### config.mk
export PLATFORM = sky130hd
export DESIGN_NAME = risk_limit_ram
export DESIGN_NICKNAME = d
export VERILOG_FILES = /design/src/rtl/risk_limit_ram.sv
export SDC_FILE = /design/constraint.sdc
export NUM_CORES = 2
export LEC_CHECK = 0
export BUFFER_PORTS_ARGS = -buffer_cell sky130_fd_sc_hd__buf_2
export CAP_MARGIN = 5
export CORE_MARGIN = 4
export CORE_UTILIZATION = 55
export DETAILED_ROUTE_END_ITERATION = 6
export GPL_ROUTABILITY_DRIVEN = 1
export PLACE_DENSITY = 0.71
export SLEW_MARGIN = 5
export SYNTH_ARGS = -nofsm -noshare
export SYNTH_HDL_FRONTEND = slang
export SYNTH_SLANG_ARGS = --single-unit
### constraint.sdc
create_clock -name clk -period 10.8 [get_ports clk]
set_clock_uncertainty 0.05 [all_clocks]
set_input_delay 0.54 -clock clk [delete_from_list [all_inputs] [get_ports clk]]
set_output_delay 0.54 -clock clk [all_outputs]
set_load 0.02 [all_outputs]
### src/rtl/risk_limit_ram.sv
// Per-entry risk limit store (accumulated orders / max to trade) with a 2-stage read-modify-write pipeline.
// Optional reject statistics counter enabled by defining RISK_LIMIT_RAM_STATS_EN.
module risk_limit_ram #(
    parameter int D_WIDTH = 32,
    parameter int A_WIDTH = 5,
    parameter int A_MAX   = 32
) (
    input  logic               clk,
    input  logic               rst,
    input  logic               req_valid,
    output logic               req_ready,
    input  logic [1:0]         req_op,
    input  logic [A_WIDTH-1:0] req_addr,
    input  logic [D_WIDTH-1:0] req_data,
    output logic               rsp_valid,
    output logic [A_WIDTH-1:0] rsp_addr,
    output logic [D_WIDTH-1:0] rsp_accum,
    output logic [D_WIDTH-1:0] rsp_max,
`ifdef RISK_LIMIT_RAM_STATS_EN
    output logic               rsp_reject,
    output logic [15:0]        reject_count
`else
    output logic               rsp_reject
`endif
);
    localparam logic [1:0] OP_ACCUM   = 2'b00;
    localparam logic [1:0] OP_SET_MAX = 2'b01;
    localparam logic [1:0] OP_CLEAR   = 2'b10;
    localparam logic [1:0] OP_READ    = 2'b11;
    localparam logic [A_WIDTH:0]   AMAX_EXT = (A_WIDTH+1)'(A_MAX);
    localparam logic [A_WIDTH-1:0] CNT_LAST = A_WIDTH'(A_MAX - 1);

    typedef enum logic {ST_INIT, ST_RUN} state_t;

    state_t             state, state_nxt;
    logic [A_WIDTH-1:0] init_cnt;
    logic               init_we;

    logic [D_WIDTH-1:0] accum_mem [A_MAX];
    logic [D_WIDTH-1:0] max_mem   [A_MAX];

    logic               vld_p1;
    logic [1:0]         op_p1;
    logic [A_WIDTH-1:0] addr_p1;
    logic [D_WIDTH-1:0] data_p1;
    logic               inr_p1, fwd_p1;
    logic [D_WIDTH-1:0] rd_accum_p1, rd_max_p1;

    logic               vld_p2, inr_p2;
    logic [1:0]         op_p2;
    logic [A_WIDTH-1:0] addr_p2;
    logic signed [D_WIDTH-1:0] data_p2;
    logic [D_WIDTH-1:0] accum_p2, max_p2;
    logic [D_WIDTH-1:0] new_accum_p2, new_max_p2;
    logic               reject_p2, wr_en_p2;

    // Sum in D_WIDTH+1 bits; a carry or exceeding the limit refuses the order.
    function automatic logic accum_exceeds(input logic [D_WIDTH-1:0] acc,
                                           input logic [D_WIDTH-1:0] qty,
                                           input logic [D_WIDTH-1:0] lim,
                                           output logic [D_WIDTH-1:0] sum);
        logic [D_WIDTH:0] s;
        s   = {1'b0, acc} + {1'b0, qty};
        sum = s[D_WIDTH-1:0];
        return s[D_WIDTH] || (s > {1'b0, lim});
    endfunction

    function automatic logic [15:0] sat_inc16(input logic [15:0] v);
        return (v == 16'hFFFF) ? v : v + 16'd1;
    endfunction

    always_ff @(posedge clk) begin
        if (rst) state <= ST_INIT;
        else     state <= state_nxt;
    end

    always_comb begin
        state_nxt = state;
        if (state == ST_INIT && init_cnt == CNT_LAST) state_nxt = ST_RUN;
    end

    always_comb begin
        req_ready = (state == ST_RUN);
        init_we   = (state == ST_INIT);
    end

    always_ff @(posedge clk) begin
        if (rst)          init_cnt <= '0;
        else if (init_we) init_cnt <= init_cnt + A_WIDTH'(1);
    end

    // Stage 0 -> 1: capture accepted request
    always_ff @(posedge clk) begin
        if (rst) vld_p1 <= 1'b0;
        else     vld_p1 <= req_valid && req_ready;
    end

    always_ff @(posedge clk) begin
        op_p1   <= req_op;
        addr_p1 <= req_addr;
        data_p1 <= req_data;
    end

    // Stage 1: read entry, bypassing the stage-2 write to the same address
    always_comb begin
        inr_p1      = ({1'b0, addr_p1} < AMAX_EXT);
        fwd_p1      = wr_en_p2 && (addr_p2 == addr_p1);
        rd_accum_p1 = '0;
        rd_max_p1   = '0;
        if (fwd_p1) begin
            rd_accum_p1 = new_accum_p2;
            rd_max_p1   = new_max_p2;
        end else if (inr_p1) begin
            rd_accum_p1 = accum_mem[addr_p1];
            rd_max_p1   = max_mem[addr_p1];
        end
    end

    always_ff @(posedge clk) begin
        if (rst) vld_p2 <= 1'b0;
        else     vld_p2 <= vld_p1;
    end

    always_ff @(posedge clk) begin
        op_p2    <= op_p1;
        addr_p2  <= addr_p1;
        data_p2  <= data_p1;
        inr_p2   <= inr_p1;
        accum_p2 <= rd_accum_p1;
        max_p2   <= rd_max_p1;
    end

    // Stage 2: compute new entry and decide write/reject
    always_comb begin
        logic [D_WIDTH-1:0] sum;
        sum          = '0;
        new_accum_p2 = accum_p2;
        new_max_p2   = max_p2;
        reject_p2    = 1'b0;
        if (!inr_p2) begin
            reject_p2    = 1'b1;
            new_accum_p2 = '0;
            new_max_p2   = '0;
        end else begin
            case (op_p2)
                OP_ACCUM: begin
                    reject_p2 = accum_exceeds(accum_p2, data_p2, max_p2, sum);
                    if (!reject_p2) new_accum_p2 = sum;
                end
                OP_SET_MAX: new_max_p2   = data_p2;
                OP_CLEAR:   new_accum_p2 = '0;
                default:    ;
            endcase
        end
        wr_en_p2 = vld_p2 && inr_p2 && !reject_p2 && (op_p2 != OP_READ);
    end

    always_ff @(posedge clk) begin
        if (init_we) begin
            accum_mem[init_cnt] <= '0;
            max_mem[init_cnt]   <= '0;
        end else if (wr_en_p2) begin
            accum_mem[addr_p2] <= new_accum_p2;
            max_mem[addr_p2]   <= new_max_p2;
        end
    end

    always_ff @(posedge clk) begin
        if (rst) begin
            rsp_valid  <= 1'b0;
            rsp_addr   <= '0;
            rsp_accum  <= '0;
            rsp_max    <= '0;
            rsp_reject <= 1'b0;
        end else begin
            rsp_valid <= vld_p2;
            if (vld_p2) begin
                rsp_addr   <= addr_p2;
                rsp_accum  <= new_accum_p2;
                rsp_max    <= new_max_p2;
                rsp_reject <= reject_p2;
            end
        end
    end

`ifdef RISK_LIMIT_RAM_STATS_EN
    always_ff @(posedge clk) begin
        if (rst)                        reject_count <= '0;
        else if (vld_p2 && reject_p2)   reject_count <= sat_inc16(reject_count);
    end
`endif
endmodule

=== Word-level counts from Yosys, hierarchy flattened ===
Memories as Yosys holds them, arrays and structs flattened. A register that Yosys moved wholly into a read port is not among the register bits.
Cells that the tools add are included.

* Add/sub/neg operators: 2
* Magnitude comparators: 1
* Equality and inequality tests: 5
* Mux-type cells: 16
* Bitwise logic cells: 1
* Reduce and logical (&&, ||, !) cells: 10

{| class="wikitable"
|+ Operators by type and width
! kind !! number
|-
| $mux 32 || 6
|-
| $pmux 32 s2 || 1
|-
| $reduce_or 32->1 || 2
|-
| $add 32x32->33 || 1
|-
| $gt 33x32->1 || 1
|-
| $mux 5 || 2
|-
| $mux 1 || 7
|-
| $add 5x1->5 const B || 1
|-
| $eq 5x5->1 || 1
|-
| $eq 5x5->1 const B || 1
|-
| $logic_and 1x1->1 || 5
|-
| $eq 2x1->1 const B || 1
|-
| $eq 2x2->1 const B || 1
|-
| $logic_not 2->1 || 1
|-
| $ne 2x2->1 const B || 1
|-
| $logic_not 1->1 || 1
|-
| $logic_or 1x1->1 || 1
|-
| $not 1->1 || 1
|}

* Register bits after elaboration: 221
* RAM bits: 2048
* Input port bits: 42
* Output and inout bits: 72
* Word-level logic and storage cells: 54
* Memories: 2

{| class="wikitable"
|+ Memories
! name !! words !! bits a word !! rd ports !! clocked after Yosys merged registers in !! wr ports !! RTL line !! RTL
|-
| accum_mem || 32 || 32 || 1 || 1 || 1 || 39 || <nowiki>logic [D_WIDTH-1:0] accum_mem [A_MAX];</nowiki>
|-
| max_mem || 32 || 32 || 1 || 1 || 1 || 40 || <nowiki>logic [D_WIDTH-1:0] max_mem [A_MAX];</nowiki>
|}

=== Logic depth before layout (Yosys ltp) ===
* Depth in word-level cells: 12
* Depth in mapped cells: 20
* Gate-level depth less buffers: 18

=== Least setup slack after synthesis ===
Ideal clock, no wire load.

* Path kind: register to register
* Start: register data_p2[0]
* End: memory accum_mem[18][0], enable pin
* Setup time: 0.589 ns
* Arrival time: 9.285 ns
* Required time: 10.161 ns
* Path slack: 0.876 ns
* Stages on the path, launching flop included: 19
* Path buffers: 1
* Period minus slack after synthesis: 9.924 ns
* Path through: dfxtp_1 ha_1 fa_1 a211oi_1 o211ai_1 a211oi_2 nor2_1 a31oi_1 xnor2_1 ha_1 nand4_1 or3_1 or4_4 a21o_1 a31o_4 a311oi_4 nor2_2 buf_6 a221oi_1

* Word-level cells in the longest chain between the ends: 12
* Elaborated cells between the ends (all ways): 13
* Those cells by class: add/sub: 1; order compare: 1; mux: 6; reduce/logical: 5

{| class="wikitable"
|+ Ends and longest elaborated chain
! element !! RTL line !! RTL
|-
| from (decl) || 52 || <nowiki>logic signed [D_WIDTH-1:0] data_p2;</nowiki>
|-
| from (signal assigned) || 127 || <nowiki>data_p2 <= data_p1;</nowiki>
|-
| $add 32x32->33 (*) || 63 || <nowiki>s = {1'b0, acc} + {1'b0, qty};</nowiki>
|-
| $gt 33x32->1 || 65 || <nowiki>return s[D_WIDTH] || (s > {1'b0, lim});</nowiki>
|-
| $logic_or 1x1->1 (*) || 65 ||
|-
| $mux 1 (*) || 145 || <nowiki>case (op_p2)</nowiki>
|-
| $logic_not 1->1 (*) || 155 || <nowiki>wr_en_p2 = vld_p2 && inr_p2 && !reject_p2 && (op_p2 != OP_READ);</nowiki>
|-
| $logic_and 1x1->1 (*) (2 in series) || 155 ||
|-
| $mux 1 (*) || 162 || <nowiki>end else if (wr_en_p2) begin</nowiki>
|-
| $mux 1 (*) || 159 || <nowiki>if (init_we) begin</nowiki>
|-
| $mux 1 (implied by the code) (*) || 163 || <nowiki>accum_mem[addr_p2] <= new_accum_p2;</nowiki>
|-
| $reduce_or 32->1 (no line) || - ||
|-
| $mux 5 (no line) / $mux 1 (equally long branches) || - ||
|-
| to (decl) || 39 ||
|}

Mark *: on every way between the ends. The rest lies on a longest branch, timed or not.

=== Worst setup path after layout ===
* Start: register data_p2[0]
* End: memory accum_mem[18][15], enable pin

The elaborated chain is that of the path after synthesis.

==> run summary <==
Post-Syn Area: 0.0876 mm^2
number of global-route vias before repair: 43,746
DP HPWL: 124,000 um
Detailed Route Iter0 Violations: 6,281
final hold viol count: 0
first-pass GRT wire length: 319,000 um
die height: 407 um
R2R Path End: accum_mem[18][15]
clock insertion delay at the later pin of the skew report: 860 ps
share of layout cells above drive strength 1: 28.1%
Net Sw Power: 3930 uW
routed wl met3: 21,300 um
Async S/R FF share, synth: 0%
share of the synthesized area in the top cell type: 70.2%
Non-Filler Instances: 6,621
worst hold path class: input port to register
Crit-path slowest cell: a221oi_4
Mean Syn Cell Area: 21.5 um^2
Die W: 407 um
drt total wl: 220,000 um
Sink Count: 2,269
Tcrit/Tclk final: 77.6%
post-synth net total: 4,191
combinational share of power: 5.3%
drt drc: 0
hold path depth: 2
IO buf count: 113
clk buf depth: 3
internal power: 14,100 uW
crit-path max cell delay: 1250 ps
setup bufs post-CTS: 0
Hold Path End: vld_p1
GP Congestion: 0.904
Synthesis Warnings: 0
Tot GR Track Use: 26.8%
Synth top cells by count: edfxtp_1, mux4_2, dfxtp_1
Vias/cell: 6.60
worst r2r src: data_p2[0]
clock power share: 41.3%
top post-synthesis cells by area: edfxtp_1, mux4_2, dfxtp_1
Final nets: 4,477
top sig layer: met5
P_leak: 0.0298 uW
final setup vio count: 0
vias: 43,666
clk root buf: clkbuf_16
max-slew violations: 0
power per cell area: 182 mW/mm^2
total core area: 0.158 mm^2
Worst-path clk slew: 60 ps
Placed Cells: 6,183
sequential element share of the synthesized area: 75.2%
Worst setup SP type: register
crit-path cells: ha_1 > fa_1 > a211oi_1 > o211ai_1 > a211oi_2 > o311ai_0 > nor2_1 > nor2_1 > ha_1 > nand4_1 > or3_1 > or4_4 > o211ai_2 > a31oi_2 > o311ai_4 > nand4b_2 > a221oi_4 > buf_4
Peak supply drop: 172 uV
Post-Synthesis Cells: 4,082
RSZ-0062 raised after global routing: no
Final Critical Period: 8380 ps
Sequential Power Share: 53.5%
Post-CTS Hold Buffers: 40
antenna violations before repair: 11
Routed Antenna Nets: 0
Area Growth Syn to Fin: 13.2%
initial core utilization: 55.3%
Post-synth EDFFs: 2,048
Slew HR: 10.1%
Tot Pwr: 18,000 uW
Sum Neg Setup Slack: 0 ps
Tightest Pin Transition: 1350 ps
I/O pin cnt: 114
1st-pass router iterations: 6
min-delay src: rst
crit end category: register
r2r setup slk: 2420 ps
CTS tree: built
prevailing post-synth register cell: edfxtp_1
max_cap viols: 0
cell taking the most area after synthesis: edfxtp_1
Metal-1 WL: 85,000 um
full die area: 0.166 mm^2
TritonCTS buffer count: 215
Yosys cell types: 71
Required @ worst endpoint: 11,240 ps
post_cts resized: 0
maximum achievable frequency: 119 MHz
status: finished, final reports clean
post-DR wirelength/cell: 33.3 um
Yosys reg bits: 2,269
count leader, synth: edfxtp_1
total gr overflow: 0
R2R cell count: 18
cell row count: 146
crit-path max FO: 31
switching part of the total: 21.8%
met2 WL post-DR: 106,000 um
largest net degree at the start of global routing: 131
H-Tree Level Count: 4
Setup CP Type: register to register
CP arrival: 8820 ps
## power groups by stage
| stage | combinational, uW | clock [uW] | sequential, uW |
|---|---|---|---|
| after floorplan | 622 | 0 | 9790 |
| after global placement | 928 | 0 | 9810 |
| after detailed placement | 925 | 0 | 9820 |
| after CTS | 942 | 7520 | 9630 |
| after global routing | 1010 | 7900 | 9640 |
| final | 947 | 7440 | 9630 |
## critical path: cells and delay by family (launching register included)
kind / cells / cell delay (ps)
buf+inv: 1 / 760
fa+ha+maj: 3 / 1030
simple gates: 6 / 2020
compound gates: 8 / 3790
flops: 1 / 320
## sequential cells by signal (all words and copies together) (netlist names), 2 cells and up
signal / cells
rsp_accum: 32
max_p2: 32
accum_p2: 32
rsp_addr: 5
max_mem: 1024
addr_p2: 5
rsp_max: 32
data_p2: 32
op_p2: 2
init_cnt: 5
data_p1: 32
addr_p1: 5
accum_mem: 1024
op_p1: 2
## worst max-delay path by stage
stage	start	end	slack, ps	cells after the start
5_1_grt	data_p2[0]	accum_mem[18][15]	2180	18
6_report	data_p2[0]	accum_mem[18][15]	2420	18
4_1_cts	data_p2[0]	max_mem[18][22]	2570	18
2_1_floorplan	data_p2[0]	accum_mem[18][0]	880	18
3_5_place_dp	data_p2[0]	accum_mem[18][13]	2620	18
3_3_place_gp	data_p2[0]	accum_mem[18][15]	2790	18
## per-layer routing
metal	up-vias	track usage, %
met4	4	9.40
met5	-	0
met3	403	5.13
met1	23095	38.5
li1	17754	-
met2	2410	41.9
## cells by family after synthesis
logic type	synth area share (%)
AOI/OAI and AO/OA	3.03
adders and majority gates	0.965
buffers and inverters	1.18
DFF	75.2
and+or+nand+nor	1.82
muxes	17.5
xor gates and xnor gates	0.320
## cells in the final DEF, fill, tap and decap left out, types with 26 or more instances in the layout
cell type | Yosys | routed
a211oi_1 | 44 | 44
a21oi_1 | 102 | 91
a311oi_1 | 29 | 29
a31oi_1 | 31 | 30
buf_2 | 10 | 112
buf_4 | 2 | 119
clkbuf_1 | 163 | 38
clkbuf_16 | 0 | 218
clkinv_1 | 0 | 51
clkinv_2 | 0 | 32
dfxtp_1 | 221 | 215
dlygate4sd3_1 | 0 | 40
edfxtp_1 | 2048 | 2048
ha_1 | 66 | 66
inv_1 | 43 | 43
mux2i_1 | 84 | 84
mux4_2 | 640 | 640
nand2_1 | 62 | 62
nor2_1 | 161 | 155
nor2b_1 | 26 | 26
o21ai_0 | 43 | 41
## area by class of cell
| type | instances | area, um^2 |
|---|---|---|
| inverter | 43 | 161 |
| clock inverter | 122 | 1160 |
| fill | 10484 | 59200 |
| multi-input combinational | 1546 | 21200 |
| clock buffer | 273 | 5820 |
| timing repair buffer | 293 | 2290 |
| sequential | 2269 | 65900 |
| antenna | 3 | 7.51 |
| tap | 2072 | 2590 |
## metrics by stage
| step | worst slack [ps] | utilization (%) | hold WS, ps | cell area [um^2] |
|---|---|---|---|---|
| 2_1_floorplan | 876 | - | 260 | 87600 |
| 4_1_cts | 2570 | 62.6 | 50.5 | 99200 |
| 5_1_grt | 2180 | 62.6 | 80.5 | 99200 |
| 6_report | 2420 | 62.6 | 104 | 99200 |
| 3_5_place_dp | 2620 | 58.0 | 262 | 91800 |
| 3_3_place_gp | 2790 | 58.0 | 262 | 91800 |
Power figures use the tool's default switching activity.
